<file path="src/rtl/router_pkg.sv">
// Shared definitions for the packet-aware router FIFO: header field layout,
// default geometry, the stored-entry format and a constant clog2 helper.
package router_pkg;

    localparam int DEF_DATA_W  = 8;
    localparam int DEF_DEPTH   = 16;
    localparam int HDR_LEN_MSB = 7;
    localparam int HDR_LEN_LSB = 2;

    // One stored word: header tag on top of the data byte.
    typedef struct packed {
        logic                  hdr_tag;
        logic [DEF_DATA_W-1:0] data;
    } entry_t;

    function automatic int clog2(input int value);
        int r;
        r = 0;
        while ((1 << r) < value) begin
            r = r + 1;
        end
        return r;
    endfunction

endpackage

</file>
<file path="src/rtl/router_fifo_mem.sv">
// Simple dual-port register array: one synchronous write port and one
// combinational read port. The array itself is never reset.
module router_fifo_mem #(
    parameter int WIDTH = 9,
    parameter int DEPTH = 16,
    parameter int AW    = 4
) (
    input  logic             clk,
    input  logic             wr_en,
    input  logic [AW-1:0]    wr_addr,
    input  logic [WIDTH-1:0] wr_data,
    input  logic [AW-1:0]    rd_addr,
    output logic [WIDTH-1:0] rd_data
);

    logic [WIDTH-1:0] mem [DEPTH];

    always_ff @(posedge clk) begin
        if (wr_en) begin
            mem[wr_addr] <= wr_data;
        end
    end

    assign rd_data = mem[rd_addr];

endmodule

</file>
<file path="src/rtl/router_fifo_pkt.sv">
// Packet-aware router output FIFO: stores header-tagged bytes, tracks packet
// length on read and marks start/end of packet, with occupancy flags.
module router_fifo_pkt
    import router_pkg::*;
#(
    parameter int DATA_W    = DEF_DATA_W,
    parameter int DEPTH     = DEF_DEPTH,
    parameter int LEN_MSB   = HDR_LEN_MSB,
    parameter int LEN_LSB   = HDR_LEN_LSB,
    parameter int AF_THRESH = 14,
    parameter int AE_THRESH = 2,
    localparam int AW       = clog2(DEPTH)
) (
    input  logic              clk,
    input  logic              resetn,
    input  logic              soft_reset,
    input  logic              write_enb,
    input  logic              read_enb,
    input  logic              lfd_state,
    input  logic [DATA_W-1:0] datain,
    output logic              full,
    output logic              empty,
    output logic              almost_full,
    output logic              almost_empty,
    output logic [AW:0]       count,
    output logic              overflow,
    output logic [DATA_W-1:0] dataout,
    output logic              dout_valid,
    output logic              sop,
    output logic              eop
);

    localparam int PW = LEN_MSB - LEN_LSB + 2;
    localparam logic [AW:0]   DEPTH_C  = (AW+1)'(DEPTH);
    localparam logic [AW:0]   AF_C     = (AW+1)'(AF_THRESH);
    localparam logic [AW:0]   AE_C     = (AW+1)'(AE_THRESH);
    localparam logic [AW:0]   PTR_ONE  = {{AW{1'b0}}, 1'b1};
    localparam logic [PW-1:0] PKT_ONE  = {{(PW-1){1'b0}}, 1'b1};

    logic [AW:0]     wr_ptr, rd_ptr, wr_ptr_nxt, rd_ptr_nxt;
    logic [PW-1:0]   pkt_cnt;
    logic [DATA_W:0] rd_word;
    logic            wr_acc, rd_acc;

    // Handshake: a write is taken when write_enb is high and full is low, a
    // read when read_enb is high and empty is low, both judged on the state
    // before the edge; soft_reset overrides both and nothing is taken.
    assign wr_acc = write_enb && !full;
    assign rd_acc = read_enb && !empty;

    assign full         = (count == DEPTH_C);
    assign empty        = (count == '0);
    assign almost_full  = (count >= AF_C);
    assign almost_empty = (count <= AE_C);

    always_comb begin
        wr_ptr_nxt = wr_ptr;
        rd_ptr_nxt = rd_ptr;
        if (wr_acc) wr_ptr_nxt = wr_ptr + PTR_ONE;
        if (rd_acc) rd_ptr_nxt = rd_ptr + PTR_ONE;
    end

    router_fifo_mem #(
        .WIDTH (DATA_W + 1),
        .DEPTH (DEPTH),
        .AW    (AW)
    ) u_mem (
        .clk     (clk),
        .wr_en   (wr_acc && !soft_reset),
        .wr_addr (wr_ptr[AW-1:0]),
        .wr_data ({lfd_state, datain}),
        .rd_addr (rd_ptr[AW-1:0]),
        .rd_data (rd_word)
    );

    always_ff @(posedge clk or negedge resetn) begin
        if (!resetn) begin
            wr_ptr     <= '0;
            rd_ptr     <= '0;
            count      <= '0;
            pkt_cnt    <= '0;
            overflow   <= 1'b0;
            dataout    <= '0;
            dout_valid <= 1'b0;
            sop        <= 1'b0;
            eop        <= 1'b0;
        end else if (soft_reset) begin
            wr_ptr     <= '0;
            rd_ptr     <= '0;
            count      <= '0;
            pkt_cnt    <= '0;
            overflow   <= 1'b0;
            dataout    <= '0;
            dout_valid <= 1'b0;
            sop        <= 1'b0;
            eop        <= 1'b0;
        end else begin
            wr_ptr <= wr_ptr_nxt;
            rd_ptr <= rd_ptr_nxt;
            // Pointer difference wraps correctly thanks to the extra MSB.
            count  <= wr_ptr_nxt - rd_ptr_nxt;
            if (write_enb && full) begin
                overflow <= 1'b1;
            end
            dout_valid <= 1'b0;
            sop        <= 1'b0;
            eop        <= 1'b0;
            if (rd_acc) begin
                if (rd_word[DATA_W]) begin
                    // Length field counts payload only; +1 covers the parity byte.
                    pkt_cnt    <= {1'b0, rd_word[LEN_MSB:LEN_LSB]} + PKT_ONE;
                    dataout    <= rd_word[DATA_W-1:0];
                    dout_valid <= 1'b1;
                    sop        <= 1'b1;
                end else if (pkt_cnt != '0) begin
                    pkt_cnt    <= pkt_cnt - PKT_ONE;
                    dataout    <= rd_word[DATA_W-1:0];
                    dout_valid <= 1'b1;
                    eop        <= (pkt_cnt == PKT_ONE);
                end else begin
                    dataout    <= '0;
                end
            end
        end
    end

endmodule
</file>
<file path="config.mk">
export PLATFORM = sky130hd
export DESIGN_NAME = router_fifo_pkt
export DESIGN_NICKNAME = d
export VERILOG_FILES = /design/src/rtl/router_pkg.sv /design/src/rtl/router_fifo_mem.sv /design/src/rtl/router_fifo_pkt.sv
export SDC_FILE = /design/constraint.sdc
export NUM_CORES = 1
export LEC_CHECK = 0
export ABC_AREA = 1
export BUFFER_PORTS_ARGS = -buffer_cell sky130_fd_sc_hd__buf_4
export CORE_MARGIN = 2
export CORE_UTILIZATION = 62
export DETAILED_ROUTE_END_ITERATION = 8
export PLACE_DENSITY_LB_ADDON = 0.1
export SYNTH_ARGS = -nofsm -noshare
export SYNTH_HDL_FRONTEND = slang
export SYNTH_HIERARCHICAL = 1
export SYNTH_SLANG_ARGS = --single-unit
export TNS_END_PERCENT = 5
</file>
<file path="constraint.sdc">
create_clock -name clk -period 2.8 [get_ports clk]
set_input_delay 0.14 -clock clk [delete_from_list [all_inputs] [get_ports clk]]
set_output_delay 0.14 -clock clk [all_outputs]
set_load 0.01 [all_outputs]
</file>
==> metrics.txt, run 1 <==
run status=finished clean; Layout area overhead=11.7%; Inserted Diodes=0; drt wl/cell=between 15 and 20 µm; CP endpoint=count[4]; Seq/Total Area, Yosys=between 60 and 70%; Syn Area/Cell=9.82 µm²; row count=42; CTS tree=done; Via density=5.38; Mapped Area=around 0.0083 mm²; start point of the critical path=count[0]; combinational power share=between 30 and 40%; global route overflow=0; initial antenna violation count=0; area of the die=between 0.01 and 0.015 mm²; die width=120 µm; DRC=0; Critical Path Source Type=flip-flop; clock sink total=around 180; syn nets=just under 900; RSZ-0062 raised after global routing=no; post-synth cell types=40; PD cells=between 800 and 900 mW/mm²; switching share of total power=between 30% and 40%; largest net degree at the start of global routing=66; 1st-iter DRT viols=about 600; Final nets=approximately 900; HP Class=in2reg; critical path type=reg2reg; commonest non-fill, non-tap cell in the layout=nand2_1; Post-Route WL=18200 µm; Worst path max stage delay=0.42 ns; Max-slew headroom=between 60% and 70%; number of H-tree levels=4; CP max FO=5; critical path data required time=between 3 and 4 ns; insertion delay to the later sink of the worst-skew pair=about 0.43 ns; r2r endpoint=count[4]; most frequent cells in the layout=nand2_1, edfxtp_1, inv_1, nand3_1, buf_4; Final HPWL DP=11500 µm; Peak supply drop=0.000711 V; max cap viols=0; global-route wire length before repair=slightly below 30000 µm; Tcrit/Tclk final=~90%; Tot GR Track Use=27.1%; Yosys warnings=6; number of I/O port buffers=34; R2R depth=16; Clock Path Buffers=2; layout cell share with drive strength beyond 1=between 10% and 20%; WP buf/inv=2; Leak=4.20 nW; CP arrival=slightly below 3 ns; die height=120 µm; Int Pwr=5.07 mW; routability cong.=approximately 0.89; Setup crit end kind=flip-flop; Worst Tran Pin Value=between 0.4 and 0.5 ns; CTS clk-pin slew, worst paths=about 0.07 ns; top post-synthesis cells by area=edfxtp_1, nand2_1, dfrtp_1; Register-to-Register Setup Slack=approximately 0.28 ns; Reg power frac=40.5%; post-route ant nets=0; CP cell instances=nor2_4, nand3_2, nand2_2, inv_1, or2_1, o21ai_0, inv_1, fa_2, a21oi_1, nor2_1, nor2_1, nand3b_1, nand2_1, nand2_1, nand2_1, nor2_1; fillcell total=952; via count=~5800; CTS Buf Count=17; number of synthesized register bits=178; Fmax=between 300 and 400 MHz; largest area contributor in the netlist=edfxtp_1; worst r2r src=count[0]; final instance area=0.00926 mm²; final hold violation count=0; final slew viol count=0; switching power=2.81 mW; Mapped Cells=around 850; # setup viols final=0; area of the core=0.0131 mm²; Setup TNS=0 ns; Ports=35; Initial Util=between 60 and 70%; top-area cell type share of the netlist area=52.1%; min cycle time layout=approximately 2.5 ns; Slowest cell on crit path=dfrtp_1; cell family with most CP delay=simple AND/OR/NAND/NOR gates; TritonRoute pass-1 iters=5; root buffer cell=clkbuf_16; Post CTS Setup Buffer Count=0; power share of the clock group=between 20% and 30%; area post-placement=between 0.008 and 0.009 mm²; WP depth=16; Setup Skew=0.0137 ns; vias in the first global route=5703
[area by class of cell]
class / instances / area [µm²] / share of cell area (%)
repair buffers: 59 / 445 / 4.81
well taps: 176 / 220 / 2.38
multi-input cells: 490 / 2330 / 25.2
inverters: 146 / 558 / 6.02
flip-flops and latches: 178 / 5180 / 55.9
clock inverters: 10 / 76.3 / 0.824
clock buffers: 22 / 454 / 4.90
[cell families (layout without fill, tap and decap cells)]
family          after synthesis  after routing  share of synthesized area (%)
xor+xnor                     10             10                           1.15
buf+inv                     177            237                           9.52
simple gates                441            441                           23.3
flops                       178            178                           62.4
fa+ha+maj                    10             10                           1.60
compound gates               29             29                           2.05
[how the worst min path moves through the flow]
stage	startpoint	endpoint	cells after the start
final	soft_reset	rd_ptr[3]	2
after global routing	soft_reset	rd_ptr[3]	2
after CTS	soft_reset	rd_ptr[3]	2
after detailed placement	resetn	eop	1
after global placement	resetn	pkt_cnt[2]	1
after floorplan	resetn	count[0]	0
[Yosys cell counts]
library cell and count:
ha_1 9, nand2_2 6, inv_8 1, clkbuf_1 2
nand2_4 2, xnor2_2 1, o21ai_1 6, o21bai_1 1
buf_1 1, nand3_2 2, nor3_1 3, a22oi_1 1
xnor2_1 1, and2_4 1, o21ai_0 8, nand4_1 4
nand3b_1 3, nor3_4 1, inv_2 5, a21oi_1 7
buf_4 12, dfrtp_1 34, nor2_1 43, o22ai_1 4
clkinv_1 1, nand3_1 131, inv_4 1, nor2_4 2
buf_2 8, fa_1 1, buf_6 8, nor2_2 3
a2111oi_0 1, xor2_1 8, edfxtp_1 144, a21oi_4 1
or2_0 1, or2_1 1, nand2_1 238, inv_1 138
[sequential cells by signal, summed over array words and instances (netlist names)]
| signal | flops |
|---|---|
| overflow | 1 |
| wr_ptr | 5 |
| u_mem/mem | 144 |
| rd_ptr | 5 |
| count | 5 |
| dataout | 8 |
| pkt_cnt | 7 |
| dout_valid | 1 |
| eop | 1 |
| sop | 1 |
[per-layer routing]
| layer | vias up | share of wire, % | global-route usage (%) |
|---|---|---|---|
| met1 | 2757 | 42 | 36.1 |
| li1 | 2819 | - | - |
| met4 | 0 | 2.8 | 11.2 |
| met2 | 205 | 50 | 44.0 |
| met3 | 39 | 5.6 | 5.18 |
| met5 | - | 0 | 0 |
[power groups by stage]
stage / registers [mW] / clock network [mW] / logic (mW)
final: 3.19 / 2.15 / 2.54
after global routing: 3.21 / 2.28 / 2.82
after CTS: 3.19 / 2.16 / 2.51
after detailed placement: 3.24 / 0 / 2.49
after global placement: 3.23 / 0 / 2.42
after floorplan: 3.25 / 0 / 1.75
[through the flow]
step / hold WS (ns) / power, mW / utilization (%) / worst slack [ns] / instances
after floorplan: -0.156 / 5.00 / - / 0.418 / 845
after global placement: 0.106 / 5.66 / 66.4 / 0.337 / 1048
after detailed placement: 0.118 / 5.73 / 66.4 / 0.245 / 1048
after CTS: 0.00154 / 7.86 / 70.5 / 0.238 / 1081
after global routing: 0.0123 / 8.31 / 70.5 / 0.0214 / 1081
final: 0.00361 / 7.88 / 70.5 / 0.276 / 1081
[repair_timing]
item,CTS,global route
hold buffers,1,0
endpoints found under the hold margin,34,0
endpoints found under the setup margin,0,1
resized for setup,0,1
No activity file was read; power rests on OpenSTA's default activity.
==> run 2: changes to the inputs <==
CORE_UTILIZATION = 61   (was 62)
SYNTH_HIERARCHICAL = not set   (was 1)
clock period = 2.7 ns   (was 2.8 ns; I/O delays follow)
==> run 2 against run 1 <==
Net effect: utilization up 0.49 points; total power down 0.50%; clock skew shrank 0.0073 ns; area after synthesis decreased by 4.5%; critical path type unchanged.
==> metrics.txt, run 2 <==
TritonRoute pass-1 iters=7 (+2); largest area contributor in the netlist=edfxtp_1; fillcell total=946 (-0.63%); DRC=0 (unchanged); CTS Buf Count=17 (unchanged); run status=finished clean; top post-synthesis cells by area=edfxtp_1, dfrtp_1, nand2_1; Seq/Total Area, Yosys=65.4% (+3.0 points); number of H-tree levels=4 (unchanged); cell family with most CP delay=simple AND/OR/NAND/NOR gates; Main synth FF type=edfxtp_1; 1st-iter DRT viols=456 (-24%); PD cells=871 mW/mm² (+2.5%); WP depth=11 (-5); routability cong.=0.879 (-1.3%); Placed Cells=980 (-6.5%); Hold Crit Depth=1 (-1); min cycle time layout=2.38 ns (-0.148 ns); initial antenna violation count=0 (unchanged); Setup TNS=0 ns (unchanged); Post-synth ARST share=19.1% (unchanged); Peak supply drop=0.000501 V (-30%); Tot GR Track Use=25.9% (-1.1 points); Largest register FFs=144 (unchanged); Mapped Cells=774 (-8.4%); most frequent cells in the layout=nand2_1, edfxtp_1, nor2_1, inv_1, buf_4; Post-Route WL=17200 µm (-5.4%); CTS tree=done; EDFF count, synth=144 (unchanged); Worst Tran Pin Value=0.654 ns (+0.171 ns); final slew viol count=0 (unchanged); switching power=2.55 mW (-9.4%); number of I/O port buffers=34 (unchanged); final std cells w/o fill=1008 (-6.8%); most frequent cell after synthesis=nand2_1; Setup crit end kind=flip-flop; syn nets=801 (-7.8%); Layout area overhead=13.6%; Fmax=421 MHz (+6.2%); Final nets=856 (-6.6%); commonest non-fill, non-tap cell in the layout=nand2_1; root buffer cell=clkbuf_16; HP Class=in2reg; Syn Area/Cell=10.2 µm² (+4.2%); Clock Path Buffers=2 (unchanged); largest net degree at the start of global routing=76 (+15%); layout cell share with drive strength beyond 1=11.6% (-0.99 points); CP arrival=2.69 ns (-0.20 ns); switching share of total power=32.5% (-3.2 points); multi-input gate area in the final layout=0.00222 mm² (-4.7%); post-synth cell types=33 (-18%); die width=118 µm (-1.4%); vias in the first global route=5413 (-5.1%); max cap viols=0 (unchanged); final hold violation count=0 (unchanged); power share of the clock group=28.9% (+1.6 points); clock sink total=178 (unchanged); critical path data required time=3.01 ns (-0.16 ns); Leak=3.81 nW (-9.3%); CP cell instances=nor2_1, nand4_1, nand2_1, xor2_1, ha_1, inv_1, fa_1, a21oi_1, o21bai_1, nor2_1, nor2_1; Int Pwr=5.29 mW (+4.4%); top post-synthesis cells by count=nand2_1, edfxtp_1, nor2_1, inv_1, nand3_1; Slowest cell on crit path=dfrtp_1; RSZ-0062 raised after global routing=no; Via density=5.51 (+2.3%); number of synthesized register bits=178 (unchanged); Setup Skew=0.00642 ns (-0.00727 ns); Initial Util=62.5% (-0.65 points); drt wl/cell=17.0 µm (+1.4%); FF/Latch Area=0.00518 mm² (unchanged); Register-to-Register Setup Slack=0.32 ns (+0.05 ns); combinational power share=29.5% (-2.7 points); WP buf/inv=1 (-1); Critical Path Source Type=flip-flop; R2R depth=11 (-5); Tcrit/Tclk final=88.0% (-2.1 points); Largest regs=u_mem.mem x144, dataout x8, pkt_cnt x7; Final HPWL DP=10900 µm (-5.0%); Worst path max stage delay=0.41 ns (about the same); global-route wire length before repair=27600 µm (-4.8%); Reg power frac=41.7% (+1.2 points); Ports=35 (unchanged); global route overflow=0 (unchanged); Mapped Area=0.00792 mm² (-4.5%); CP max FO=5 (unchanged); Yosys warnings=0 (-6); cell with the most instances on the worst path=nor2_1; row count=41 (-2.4%); top-area cell type share of the netlist area=54.6% (+2.5 points); Max-slew headroom=56.2% (-11 points); via count=5551 (-4.6%); Reg with most FFs=u_mem.mem; area of the die=0.0139 mm² (-2.9%); area of the core=0.0127 mm² (-3.6%); critical path type=reg2reg; insertion delay to the later sink of the worst-skew pair=0.42 ns (about the same); # setup viols final=0 (unchanged); Inserted Diodes=0 (unchanged); CTS clk-pin slew, worst paths=0.06 ns (about the same); post-route ant nets=0 (unchanged); die height=118 µm (-1.4%)
-- run 2: power by group through the flow --
stage          combinational, mW  clock (mW)  sequential [mW]
2_1_floorplan               1.56           0             3.34
3_3_place_gp                2.24           0             3.30
3_5_place_dp                2.28           0             3.32
4_1_cts                     2.31        2.28             3.26
5_1_grt                     2.60        2.37             3.28
6_report                    2.31        2.26             3.27
-- run 2: area by class of cell --
class,instances,share of cell area (%)
clock buffers,19,4.81
clock inverters,7,1.02
inverters,89,3.71
multi-input cells,479,24.7
flip-flops and latches,178,57.5
well taps,172,2.39
repair buffers,64,5.81
-- run 2: stage by stage --
step           cell area [µm²]  util (%)  hold slack [ns]  total power [mW]  setup slack [ns]
2_1_floorplan             7920         -           -0.161              4.89             0.479
3_3_place_gp              8450      66.7            0.105              5.55             0.464
3_5_place_dp              8450      66.7            0.112              5.60             0.363
4_1_cts                   9000      71.0           0.0138              7.86             0.341
5_1_grt                   9000      71.0           0.0291              8.25            0.0907
6_report                  9000      71.0           0.0261              7.84             0.324
-- run 2: logic make-up (layout without fill, tap and decap cells) --
group	count (synthesis)	count (layout)	share of synthesized area, %
simple gates	378	378	19.2
flops	178	178	65.4
buf+inv	117	179	6.56
compound gates	77	77	5.47
fa+ha+maj	13	13	2.15
xor+xnor	11	11	1.22
-- run 2: worst paths after layout --
| kind | endpoint | startpoint |
|---|---|---|
| setup / recovery | count[4] | count[1] |
| setup reg to reg | count[4] | count[1] |
| hold reg to reg | dataout[4] | dataout[4] |
| hold / removal | u_mem.mem[12][0] | datain[0] |
| max in group asynchronous | rd_ptr[0] | resetn |
| min in group asynchronous | pkt_cnt[6] | resetn |
-- run 2: layer usage --
layer,vias to the layer above,share of wire (%),GRT usage (%)
li1,2654,-,-
met3,23,6.2,4.41
met1,2682,43,35.3
met5,-,0,0
met4,0,1.7,10.2
met2,192,49,42.1
-- run 2: timing repair --
| action | in CTS | in global routing |
|---|---|---|
| hold buffers | 2 | 0 |
| resized for setup | 0 | 0 |
| hold endpoints to repair | 35 | 0 |
| setup buffers | 0 | 0 |
-- run 2: worst reg2reg max path, cell delays in order, from the launching register on --
cell and delay [ns]:
dfrtp_1 0.41, nor2_1 0.16, nand4_1 0.16, nand2_1 0.20, xor2_1 0.24, ha_1 0.21
inv_1 0.06, fa_1 0.41, a21oi_1 0.17, o21bai_1 0.09, nor2_1 0.12, nor2_1 0.05
==> run 3: changes to the inputs <==
ABC_AREA = not set   (was 1)
CORE_UTILIZATION = 30   (was 61)
clock period = 2.07 ns   (was 2.7 ns; I/O delays follow)
==> run 3 against run 2 <==
Net effect: the run now ends with setup timing left; clock power rose by 39%; cell count fell by 9.4%; via count fell by 22%; utilization fell by 30 points; worst setup slack got worse by 1.0 ns; total power rose by 47%; worst hold slack improved by 0.0012 ns; register-to-register slack got worse by 1.0 ns; first-iteration DRC count fell by 45%; fmax fell by 14%; critical endpoint unchanged.
==> metrics.txt, run 3 <==
Largest regs=u_mem.mem x144, dataout x8, pkt_cnt x7; number of I/O port buffers=34 (unchanged); Register-to-Register Setup Slack=-0.69 ns (-1.02 ns); final worst setup slack=-0.691 ns (-1.02 ns); Final HPWL DP=12400 µm (+14%); Worst Tran Pin Value=0.470 ns (-0.184 ns); PD cells=1150 mW/mm² (+32%); Via density=4.73 (-14%); post-route ant nets=0 (unchanged); Ports=35 (unchanged); Main synth FF type=edfxtp_1; pre-CTS setup slack=-0.850 ns (-1.21 ns); Reg with most FFs=u_mem.mem; Fmax=362 MHz (-14%); area of the die=0.0262 mm² (+88%); critical path type=reg2reg; cell family with most CP delay=simple AND/OR/NAND/NOR gates; global-route wire length before repair=27900 µm (+1.1%); layout cell share with drive strength beyond 1=40.2% (+29 points); 1st-iter DRT viols=253 (-45%); die height=162 µm (+37%); most frequent cells in the layout=edfxtp_1, buf_4, mux4_2, dfrtp_1, nor2_1; WHS=0.0273 ns (+0.00120 ns); root buffer cell=clkbuf_16; failing checks=setup timing; Layout area overhead=33.3%; RSZ-0062 raised after global routing=yes; Slowest cell on crit path=or4_4; top post-synthesis cells by area=edfxtp_1, dfrtp_1, mux4_2; R2R depth=12 (+1); CP cell instances=or4_4, nor2_4, nor2b_4, xnor2_2, ha_2, inv_2, fa_2, a21o_1, a21oi_2, xor2_1, xnor2_1, nor2_1; top post-synthesis cells by count=edfxtp_1, dfrtp_1, mux4_2, nor2_1, nand2_1; EDFF count, synth=144 (unchanged); CTS Buf Count=17 (unchanged); insertion delay to the later sink of the worst-skew pair=0.43 ns (about the same); Post-synth ARST share=19.1% (unchanged); drt wl/cell=19.7 µm (+16%); clock sink total=178 (unchanged); worst r2r src=count[3]; Placed Cells=860 (-12%); Clock Path Buffers=2 (unchanged); CP arrival=3.08 ns (+0.39 ns); global route overflow=0 (unchanged); Setup Skew=0.0130 ns (+0.00662 ns); Initial Util=30.7% (-32 points); post-synth cell types=53 (+61%); HP Class=in2reg; largest net degree at the start of global routing=35 (-54%); final hold violation count=0 (unchanged); Hold Crit Depth=1 (unchanged); commonest non-fill, non-tap cell in the layout=edfxtp_1; run status=finished, violations left; Final nets=603 (-30%); Setup crit end kind=flip-flop; die width=162 µm (+37%); vias in the first global route=4632 (-14%); Inserted Diodes=0 (unchanged); Peak supply drop=0.000526 V (+5.1%); TritonRoute pass-1 iters=4 (-3); CP max FO=4 (-1); Post-Route WL=18000 µm (+4.9%); number of synthesized register bits=178 (unchanged); critical path data required time=2.39 ns (-0.62 ns); area of the core=0.0244 mm² (+92%); initial antenna violation count=0 (unchanged); row count=57 (+39%); syn nets=462 (-42%); CTS clk-pin slew, worst paths=0.08 ns (+0.02 ns); CTS tree=done; number of H-tree levels=4 (unchanged); via count=4316 (-22%); top-area cell type share of the netlist area=57.8% (+3.2 points); Hold Path End=u_mem.mem[2][0]; final slew viol count=0 (unchanged); Leak=3.61 nW (-5.4%); post-layout util=40.9% (-30 points); min cycle time layout=2.76 ns (+0.385 ns); Max-slew headroom=68.7% (+12 points); final std cells w/o fill=913 (-9.4%); Tcrit/Tclk final=133% (+45 points); DRC=0 (unchanged); Mapped Cells=435 (-44%); Worst path max stage delay=0.61 ns (+0.20 ns); most frequent cell after synthesis=edfxtp_1; Tot GR Track Use=14.5% (-11 points); Seq/Total Area, Yosys=69.2% (+3.8 points); r2r endpoint=count[4]; Yosys warnings=0 (unchanged); Mapped Area=0.00748 mm² (-5.6%); WP buf/inv=1 (unchanged); largest area contributor in the netlist=edfxtp_1; Largest register FFs=144 (unchanged); routability cong.=0.793 (-9.8%); # setup viols final=170 (+170); fillcell total=2225 (+140%); hold path start=datain[0]; Critical Path Source Type=flip-flop; Syn Area/Cell=17.2 µm² (+68%); max cap viols=0 (unchanged)
## run 3: changes by cell type after synthesis, sizes merged, moves of 6 or more
cell / before / now
mux2i: 0 / 14
o21ai: 53 / 8
xnor2: 4 / 10
buf: 21 / 11
nand2: 209 / 18
a22o: 0 / 6
mux4: 0 / 37
nand3: 56 / 3
nor2: 98 / 33
inv: 86 / 11
## run 3: metal layers
metal  track usage, %  up-vias  share of wire [%]
met1             19.8     2235                 46
met3             2.68       19                3.9
met4             4.34        0                1.3
li1                 -     1985                  -
met5                0        -                  0
met2             23.8       77                 49
## run 3: worst max path at each step
| stage | startpoint | to | slack (ns) | depth (start not counted) |
|---|---|---|---|---|
| 2_1_floorplan | count[3] | count[4] | -0.81 | 13 |
| 3_3_place_gp | count[3] | count[4] | -0.85 | 12 |
| 3_5_place_dp | count[3] | count[4] | -0.85 | 12 |
| 4_1_cts | count[0] | count[4] | -0.69 | 12 |
| 5_1_grt | count[3] | count[4] | -0.83 | 12 |
| 6_report | count[3] | count[4] | -0.69 | 12 |
## run 3: cell type report
cell class / count / area (µm²) / share of cell area, %
tap: 324 / 405 / 4.07
clock inverter: 15 / 150 / 1.51
clock buffer: 17 / 425 / 4.27
multi-input combinational: 225 / 2330 / 23.4
inverter: 11 / 43.8 / 0.439
timing repair buffer: 143 / 1430 / 14.3
sequential: 178 / 5180 / 52.0
## run 3: logic make-up after synthesis
kind of cell    share of synthesized area (%)
flops                                    69.2
simple gates                             5.96
mux                                      13.8
compound gates                           4.32
buf+inv                                  2.36
xor+xnor                                 2.11
fa+ha+maj                                2.28
## run 3: power by group
part	total [mW]	switching (mW)	internal, mW
Combinational	4.13	1.87	2.25
Sequential	4.22	0.135	4.09
Clock	3.14	1.45	1.70
Total	11.5	3.46	8.04
## run 3: through the flow
step                setup TNS, ns  area (µm²)  total power [mW]
floorplan                  -16.76        7570              6.55
global placement           -47.93        8980              8.07
detailed placement         -52.08        8980              8.05
CTS                        -32.44        9890              11.6
global route               -35.88        9960              12.1
finish                     -26.49        9960              11.5
## run 3: timing repair
item,4_1_cts,5_1_grt
buffers inserted,7,3
resized for setup,29,10
cloned,1,0
hold buffers,10,0
pin swaps,19,11
setup endpoints to repair,172,171
endpoints found under the hold margin,155,0
